File: config.mk
export PLATFORM = sky130hd
export DESIGN_NAME = router_fsm
export DESIGN_NICKNAME = d
export VERILOG_FILES = /design/src/rtl/router_fsm_pkg.sv /design/src/rtl/router_stall_timer.sv /design/src/rtl/router_fsm.sv
export SDC_FILE = /design/constraint.sdc
export NUM_CORES = 1
export LEC_CHECK = 0
export CORE_MARGIN = 2
export CORE_UTILIZATION = 53
export DETAILED_ROUTE_END_ITERATION = 16
export GPL_TIMING_DRIVEN = 0
export PLACE_DENSITY_LB_ADDON = 0.12
export REMOVE_ABC_BUFFERS = 1
export SLEW_MARGIN = 40
export SYNTH_ARGS = -nofsm -noshare
export SYNTH_HDL_FRONTEND = slang
export SYNTH_HIERARCHICAL = 1
export SYNTH_SLANG_ARGS = --single-unit
File: constraint.sdc
create_clock -name clk1 -period 2.8 [get_ports clk1]
set_input_delay 0.42 -clock clk1 [delete_from_list [all_inputs] [get_ports clk1]]
set_output_delay 0.42 -clock clk1 [all_outputs]
set_load 0.02 [all_outputs]
File: src/rtl/router_fsm_pkg.sv
// router_fsm_pkg: state encodings, default watchdog limit and the size-field convention for the router input path
package router_fsm_pkg;

    localparam int TIMEOUT_DEF = 30;

    typedef enum logic [3:0] {
        S_IDLE      = 4'd0,
        S_DEST      = 4'd1,
        S_HEADER    = 4'd2,
        S_SIZE      = 4'd3,
        S_DATA      = 4'd4,
        S_FULL_WAIT = 4'd5,
        S_CRC       = 4'd6,
        S_CHECK     = 4'd7,
        S_DROP      = 4'd8
    } state_t;

    // Index of the last data byte; a size field of 0 means 8 bytes, which wraps to index 7.
    function automatic logic [2:0] last_idx(input logic [2:0] dsize);
        return dsize - 3'd1;
    endfunction

endpackage

File: src/rtl/router_stall_timer.sv
// router_stall_timer: clearable saturating idle-cycle counter with a terminal-count flag
module router_stall_timer #(
    parameter int TIMEOUT = 30
) (
    input  logic clk1,
    input  logic reset,
    input  logic i_clr,
    input  logic i_inc,
    output logic o_tc
);

    localparam int W = $clog2(TIMEOUT + 1);

    logic [W-1:0] r_cnt;

    // Fires on the idle cycle that brings the count up to TIMEOUT.
    assign o_tc = i_inc && (r_cnt >= W'(TIMEOUT - 1));

    // Count consecutive idle cycles, saturating so a long stall cannot wrap.
    always_ff @(posedge clk1 or posedge reset)
        if (reset)
            r_cnt <= '0;
        else if (i_clr)
            r_cnt <= '0;
        else if (i_inc && r_cnt != W'(TIMEOUT))
            r_cnt <= r_cnt + 1'b1;

endmodule

File: src/rtl/router_fsm.sv
// router_fsm: packet-sequencing controller driving the router register block's capture strobes
module router_fsm
    import router_fsm_pkg::*;
#(
    parameter int TIMEOUT = TIMEOUT_DEF
) (
    input  logic       clk1,
    input  logic       reset,
    input  logic       packet_valid_i,
    input  logic       fifo_full,
    input  logic [2:0] dsize,
    input  logic       crc_checked,
    input  logic       trusted_source,
    input  logic       err,
    output logic       get_source,
    output logic       get_dest,
    output logic       store_header,
    output logic       get_size,
    output logic       load_data,
    output logic       get_crc,
    output logic       full_state,
    output logic       busy,
    output logic       pkt_done,
    output logic       pkt_drop
);

    state_t     r_state;
    state_t     w_next;
    logic [2:0] r_cnt;
    logic       w_beat;
    logic       w_stall;
    logic       w_timeout;
    logic       w_on;
    logic       w_good;

    // A byte in DATA only counts when the FIFO can take it.
    assign w_beat  = packet_valid_i && !(r_state == S_DATA && fifo_full);
    assign w_stall = !packet_valid_i && (r_state inside {S_DEST, S_SIZE, S_DATA, S_CRC});
    assign w_on    = !reset;
    assign w_good  = crc_checked && trusted_source && !err;

    router_stall_timer #(.TIMEOUT(TIMEOUT)) u_stall (
        .clk1  (clk1),
        .reset (reset),
        .i_clr (!w_stall),
        .i_inc (w_stall),
        .o_tc  (w_timeout)
    );

    // State register and data-beat counter; the counter is zeroed while in SIZE so it starts at 0 in DATA.
    always_ff @(posedge clk1 or posedge reset)
        if (reset) begin
            r_state <= S_IDLE;
            r_cnt   <= '0;
        end else begin
            r_state <= w_next;
            if (r_state == S_SIZE)
                r_cnt <= '0;
            else if (r_state == S_DATA && w_beat)
                r_cnt <= r_cnt + 3'd1;
        end

    // Next-state decode with watchdog override, plus strobes gated off while reset is held.
    always_comb begin
        w_next = r_state;
        case (r_state)
            S_IDLE:      if (w_beat) w_next = S_DEST;
            S_DEST:      if (w_beat) w_next = S_HEADER;
            S_HEADER:    w_next = S_SIZE;
            S_SIZE:      if (w_beat) w_next = S_DATA;
            S_DATA:      if (packet_valid_i && fifo_full) w_next = S_FULL_WAIT;
                         else if (w_beat && r_cnt == last_idx(dsize)) w_next = S_CRC;
            S_FULL_WAIT: if (!fifo_full) w_next = S_DATA;
            S_CRC:       if (w_beat) w_next = S_CHECK;
            default:     w_next = S_IDLE;
        endcase
        if (w_timeout)
            w_next = S_DROP;
        get_source   = w_on && r_state == S_IDLE && w_beat;
        get_dest     = w_on && r_state == S_DEST && w_beat;
        store_header = w_on && r_state == S_HEADER;
        get_size     = w_on && r_state == S_SIZE && w_beat;
        load_data    = w_on && r_state == S_DATA && w_beat;
        get_crc      = w_on && r_state == S_CRC && w_beat;
        full_state   = w_on && r_state == S_FULL_WAIT;
        busy         = w_on && (r_state inside {S_HEADER, S_FULL_WAIT, S_CHECK, S_DROP});
        pkt_done     = w_on && r_state == S_CHECK && w_good;
        pkt_drop     = w_on && (r_state == S_DROP || (r_state == S_CHECK && !w_good));
    end

endmodule

## Word level (Yosys, flattened, before mapping)

Index checks and enable logic that the tools add are counted.

- Output and inout bits: 10
- Flip-flop bits (word level): 12

- Multiplexer cells: 13
- $add $sub $neg: 3
- Eq/ne operators: 17
- $lt $le $gt $ge: 1
- Reductions and logical operators: 38

Operators with widths:

| cell | number |
|---|---|
| 4-bit two-way mux | 8 |
| 4-bit one-hot mux with 7 select lines | 1 |
| 1-bit logical AND | 27 |
| 4-bit by 3-bit equality test with 1-bit output (second input constant) | 4 |
| 3-bit by 2-bit inequality test with 1-bit output (second input constant) | 5 |
| 5-bit two-way mux | 2 |
| 4-bit by 2-bit equality test with 1-bit output (second input constant) | 2 |
| 4-bit nonzero test | 2 |
| 3-bit two-way mux | 2 |
| 6-bit AND reduction | 1 |
| 5-bit by 1-bit adder with 5-bit output (second input constant) | 1 |
| 5-bit greater-or-equal comparator (second input constant) | 1 |
| 1-bit logical NOT | 5 |
| 5-bit inequality test (second input constant) | 1 |
| 4-bit by 1-bit equality test with 1-bit output (second input constant) | 1 |
| 4-bit equality test (second input constant) | 1 |
| 4-bit logical NOT | 1 |
| 4-bit by 1-bit inequality test with 1-bit output (second input constant) | 1 |
| 3-bit by 1-bit adder with 3-bit output (second input constant) | 1 |
| 3-bit equality test | 1 |
| 3-bit by 1-bit subtractor with 3-bit output (second input constant) | 1 |
| 2-bit inequality test (second input constant) | 1 |
| 2-bit nonzero test | 1 |
| 1-bit logical OR | 1 |

## Depth between registers and ports, before layout

- Depth in word-level cells: 9
- Gate-level depth with buffers: 9

## Modules after synthesis

The synthesis kept the hierarchy.

By module, submodules not included:

| module | cells an instance | area each (um^2) | times used |
|---|---|---|---|
| router_fsm | 80 | 618.1 | 1 |
| router_stall_timer | 34 | 314.1 | 1 |

## Least setup slack after synthesis

OpenSTA, ideal clock, no wires.

- Path kind: flip-flop to output port
- Start: register r_state[3]
- End: output load_data
- Cell stages (with the launch flop): 4
- Arrival: 1570 ps
- Setup slack: 810 ps
- Buffers on the path: 0
- Data required time: 2380 ps
- Cells stage by stage: dfrtp_1 > or3_1 > or2_2 > nor3_1

- Cells in the longest elaborated chain, start to end: 5
- Elaborated cells on any way between the ends: 6

RTL lines:

| item | line | source |
|---|---|---|
| start: declaration | router_fsm.sv:27 | `state_t r_state;` |
| start signal: assignment | router_fsm.sv:56 | `r_state <= w_next;` |
| 4-bit by 3-bit equality test with 1-bit output (*) | router_fsm.sv:37, router_fsm.sv:83 |  |
| 1-bit logical AND | router_fsm.sv:37 | `assign w_beat = packet_valid_i && !(r_state == S_DATA && fifo_full);` |
| 1-bit logical NOT | router_fsm.sv:37 |  |
| 1-bit logical AND | router_fsm.sv:37 |  |
| 1-bit logical AND (*) | router_fsm.sv:83 | `load_data = w_on && r_state == S_DATA && w_beat;` |
| end: declaration | router_fsm.sv:19 | `output logic load_data,` |

Mark *: on every way between the ends. The rest lies on a longest branch, timed or not.

## Final worst setup path

- Start: input reset
- End: output get_crc

- Cells in the longest elaborated chain, start to end: 3

RTL lines:

| item | line | source |
|---|---|---|
| start: declaration | router_fsm.sv:8 | `input logic reset,` |
| 1-bit logical NOT (no source line) | - |  |
| 1-bit logical AND (2 in a row) | router_fsm.sv:84 | `get_crc = w_on && r_state == S_CRC && w_beat;` |
| end: declaration | router_fsm.sv:20 | `output logic get_crc,` |

Every way passes these cells.

==> PnR_summary.wiki <==
{| class="wikitable"
! Metric !! Value
|-
| Count of cell types in the netlist || 35
|-
| Average vias per placed instance || between 5 and 6
|-
| Floorplan core area || around 1700 um2
|-
| Via count of the first global-routing pass || roughly 750
|-
| Proportion of synthesized flip-flops having asynchronous set or reset || 100.0%
|-
| Post-synth top cells || 12 x sky130_fd_sc_hd__dfrtp_1, 12 x sky130_fd_sc_hd__inv_1, 10 x sky130_fd_sc_hd__nor3_1, 9 x sky130_fd_sc_hd__nor2_1
|-
| Critical path class || in -> out
|-
| TritonCTS clock tree || yes
|-
| Largest delay share family, worst path || buffers and inverters
|-
| Final weighted congestion in routability-driven placement || around 0.73
|-
| Synth Flop Type || sky130_fd_sc_hd__dfrtp_1
|-
| Starting utilization of the core area || between 50% and 60%
|-
| Ranking of synthesized cells by area || sky130_fd_sc_hd__dfrtp_1 32%, sky130_fd_sc_hd__ha_1 6.7%, sky130_fd_sc_hd__nor3_1 5.4%
|-
| Number of warnings issued by yosys || 6
|-
| Number of sinks driven by the clock tree || 12
|-
| H-tree levels || 1
|-
| Worst reg2reg path endpoint || r_state[1]$_DFFE_PP0P_
|-
| Die H || approximately 46 um
|-
| First-pass GRT wire length || 3298 um
|-
| Worst reg2reg startpoint || r_state[2]$_DFFE_PP0P_
|-
| Post-synth EDFFs || 0
|-
| Synth Instances || roughly 110
|-
| Die area || 2110 um2
|-
| Final number of hold-violating endpoints || 0
|-
| Leakage || approximately 0.5 nW
|-
| Delay of the slowest critical-path stage || 0.61 ns
|-
| Setup TNS || 0 ns
|-
| WP buf/inv || 2
|-
| Cells along the critical path || clkdlybuf4s50_1 -> or3_1 -> or2_2 -> nor2_1 -> clkdlybuf4s50_1
|-
| Later-pin clock latency in the skew report || between 0.2 and 0.3 ns
|-
| Final wirelength || 1860 um
|-
| Area overhead of the layout relative to synthesis || 23.22%
|-
| Count of unresolved DRC violations after routing || 0
|-
| Layout Cells excl Fill || 148
|-
| Clock Tree Buf Depth || 2
|-
| Seq cells post-synth || 12
|-
| Net count of the finished layout || between 100 and 150
|-
| Worst min path class || in -> async
|-
| Final period demand of the worst path || between 2 and 3 ns
|-
| Global-route congestion overflow total || 0
|-
| Launching element type of the critical path || input pin
|-
| Depth of the most critical reg-to-reg path || 8
|-
| Reg-to-reg setup timing slack || approximately 0.67 ns
|-
| Post-detailed-placement half-perimeter wirelength || about 1400 um
|-
| Max-cap violations || 0
|-
| End point of the critical path || get_crc
|-
| Crit end category || output port
|-
| Netlist area before placement || 932.1 um2
|-
| Mean Syn Cell Area || slightly above 8 um2
|-
| Final cycle utilization of the critical path || a little over nine tenths
|-
| Largest net degree at the start of global routing || 17
|-
| Worst slew pin tran || 0.4460 ns
|-
| Max-slew violation total from the final report || 0
|-
| Power Density || about 690 nW/um2
|-
| Sequential-to-total area share from yosys stat || around 32%
|-
| Layout cells sized above 1 || between 4 and 5%
|-
| Achievable clock frequency || about 370 MHz
|-
| Total routing resource utilization after global routing || 21.38%
|-
| Drt first pass iters || 3
|-
| Num ports || 20
|-
| Initial DRC Count || 9
|-
| Tightest slew margin relative to the limit || between 70 and 80%
|-
| Fin Clk Skew || 0.002510 ns
|-
| Clock-pin slew on the worst setup and hold paths || 0.08 ns
|-
| Data required time at the worst endpoint || 2.38 ns
|-
| Std cell rows || 15
|-
| Post-synth top area share || around 32%
|-
| Setup ws final || 0.1058 ns
|-
| Maximum fanout count along the critical path || 5
|-
| Final setup vio count || 0
|-
| CP dominant cell by count || sky130_fd_sc_hd__clkdlybuf4s50_1
|-
| Result of the run || finished, final reports clean
|-
| Vias || just under 900
|-
| Setup Fix Bufs, Post-CTS || 0
|-
| Setup repair after global routing missed its margin || false
|-
| Die Span X || roughly 46 um
|-
| Count of cell instances traversed by the critical path || 5
|-
| Clock Tree Root || sky130_fd_sc_hd__clkbuf_4
|-
| Power, Total || a little under 800 uW
|-
| Crit path max-delay cell type || sky130_fd_sc_hd__clkdlybuf4s50_1
|-
| Clock buffer count from CTS || 3
|-
| Worst slack at placement || 0.02744 ns
|-
| Hold WS || ~0.44 ns
|-
| Antenna cell count || 0
|-
| Synth area leader || sky130_fd_sc_hd__dfrtp_1
|-
| Port buffer count || 19
|-
| Post-route ant nets || 0
|-
| Number of antenna violations at the first check in global routing || 0
|-
| Max rail drop VDD || ~0.44 mV
|-
| Data arrival time of the worst path || roughly 2.3 ns
|-
| Number of cells after detailed placement || around 150
|-
| First element of the critical path || reset
|-
| Routed len/inst || ~13 um
|}
sequential cells by signal, summed over array words and instances, names as in the netlist:
signal         count
u_stall/r_cnt      5
r_cnt              3
r_state            4
worst min-delay path by stage:
stage,startpoint,slack [ns],cells after the start,to
2_1_floorplan,reset,0.20,1,u_stall/r_cnt[0]$_DFFE_PP0P_
3_3_place_gp,r_cnt[2]$_DFFE_PP0P_,0.55,2,r_cnt[2]$_DFFE_PP0P_
3_5_place_dp,r_cnt[2]$_DFFE_PP0P_,0.56,2,r_cnt[2]$_DFFE_PP0P_
4_1_cts,reset,0.45,2,u_stall/r_cnt[3]$_DFFE_PP0P_
5_1_grt,reset,0.48,2,u_stall/r_cnt[1]$_DFFE_PP0P_
6_report,reset,0.44,2,u_stall/r_cnt[0]$_DFFE_PP0P_
per-layer routing:
metal / global-route usage [%] / share of wire [%]
met1: 28.92 / 49
met2: 33.61 / 49
met3: 7.143 / 2.5
met4: 3.429 / 0
met5: 0 / 0
layout by cell type, fill, tap and decap left out, types with 2 or more instances in the layout:
master / n
sky130_fd_sc_hd__clkdlybuf4s50_1: 18
sky130_fd_sc_hd__inv_1: 12
sky130_fd_sc_hd__dfrtp_1: 12
sky130_fd_sc_hd__nor3_1: 10
sky130_fd_sc_hd__nor2_1: 9
sky130_fd_sc_hd__nand2b_1: 6
sky130_fd_sc_hd__a21oi_1: 6
sky130_fd_sc_hd__o21ai_0: 5
sky130_fd_sc_hd__ha_1: 5
sky130_fd_sc_hd__nand3_1: 4
sky130_fd_sc_hd__or3_1: 4
sky130_fd_sc_hd__xor2_1: 3
sky130_fd_sc_hd__nor2b_1: 3
sky130_fd_sc_hd__nand2_1: 3
sky130_fd_sc_hd__clkbuf_4: 3
sky130_fd_sc_hd__nand4_1: 3
sky130_fd_sc_hd__a211oi_1: 3
sky130_fd_sc_hd__nor3b_1: 2
sky130_fd_sc_hd__a31oi_1: 2
sky130_fd_sc_hd__nand3b_1: 2
power breakdown:
| group | total [mW] | leakage, nW | internal (mW) | switching [mW] |
|---|---|---|---|---|
| registers | 0.313 | 0.161 | 0.212 | 0.101 |
| clock network | 0.109 | 0.0138 | 0.0498 | 0.0597 |
| logic | 0.368 | 0.323 | 0.179 | 0.189 |
| total | 0.790 | 0.498 | 0.440 | 0.350 |
stage by stage:
| step | cell area, um2 | utilization, % |
|---|---|---|
| 5_1_grt | 1149 | 68.00 |
| 6_report | 1149 | 68.00 |
| 3_5_place_dp | 1124 | 66.52 |
| 3_3_place_gp | 1124 | 66.52 |
| 2_1_floorplan | 912.1 | - |
| 4_1_cts | 1146 | 67.85 |
logic make-up (layout without fill, tap and decap cells):
| logic type | after synthesis | in the layout | share of synthesized area [%] |
|---|---|---|---|
| buf+inv | 17 | 34 | 6.979 |
| xor+xnor | 5 | 5 | 6.175 |
| mux | 1 | 1 | 1.074 |
| compound gates | 21 | 21 | 14.36 |
| flops | 12 | 12 | 32.21 |
| simple gates | 53 | 53 | 32.48 |
| fa+ha+maj | 5 | 5 | 6.711 |
repair_timing:
action | CTS | global route
endpoints found under the setup margin | 0 | 1
hold buffers | 0 | 0
resized for setup | 0 | 1
final cells by class:
type	instances	area, um2
fillers	144	540.5
inverters	12	45.04
multi-input cells	85	566.8
well taps	17	21.27
clock buffers	3	22.52
repair buffers	19	192.7
flip-flops and latches	12	300.3
worst reg2reg max path, cell delays in order (launching register included):
cell and delay (ns):
sky130_fd_sc_hd__dfrtp_1 0.55, sky130_fd_sc_hd__xnor2_1 0.20, sky130_fd_sc_hd__or3_1 0.45, sky130_fd_sc_hd__inv_1 0.23, sky130_fd_sc_hd__nand4_1 0.12, sky130_fd_sc_hd__nor2_1 0.20, sky130_fd_sc_hd__nor2_1 0.09, sky130_fd_sc_hd__o211ai_1 0.09
sky130_fd_sc_hd__o21ai_0 0.10
Note: power is estimated with default switching activity, not from simulation.
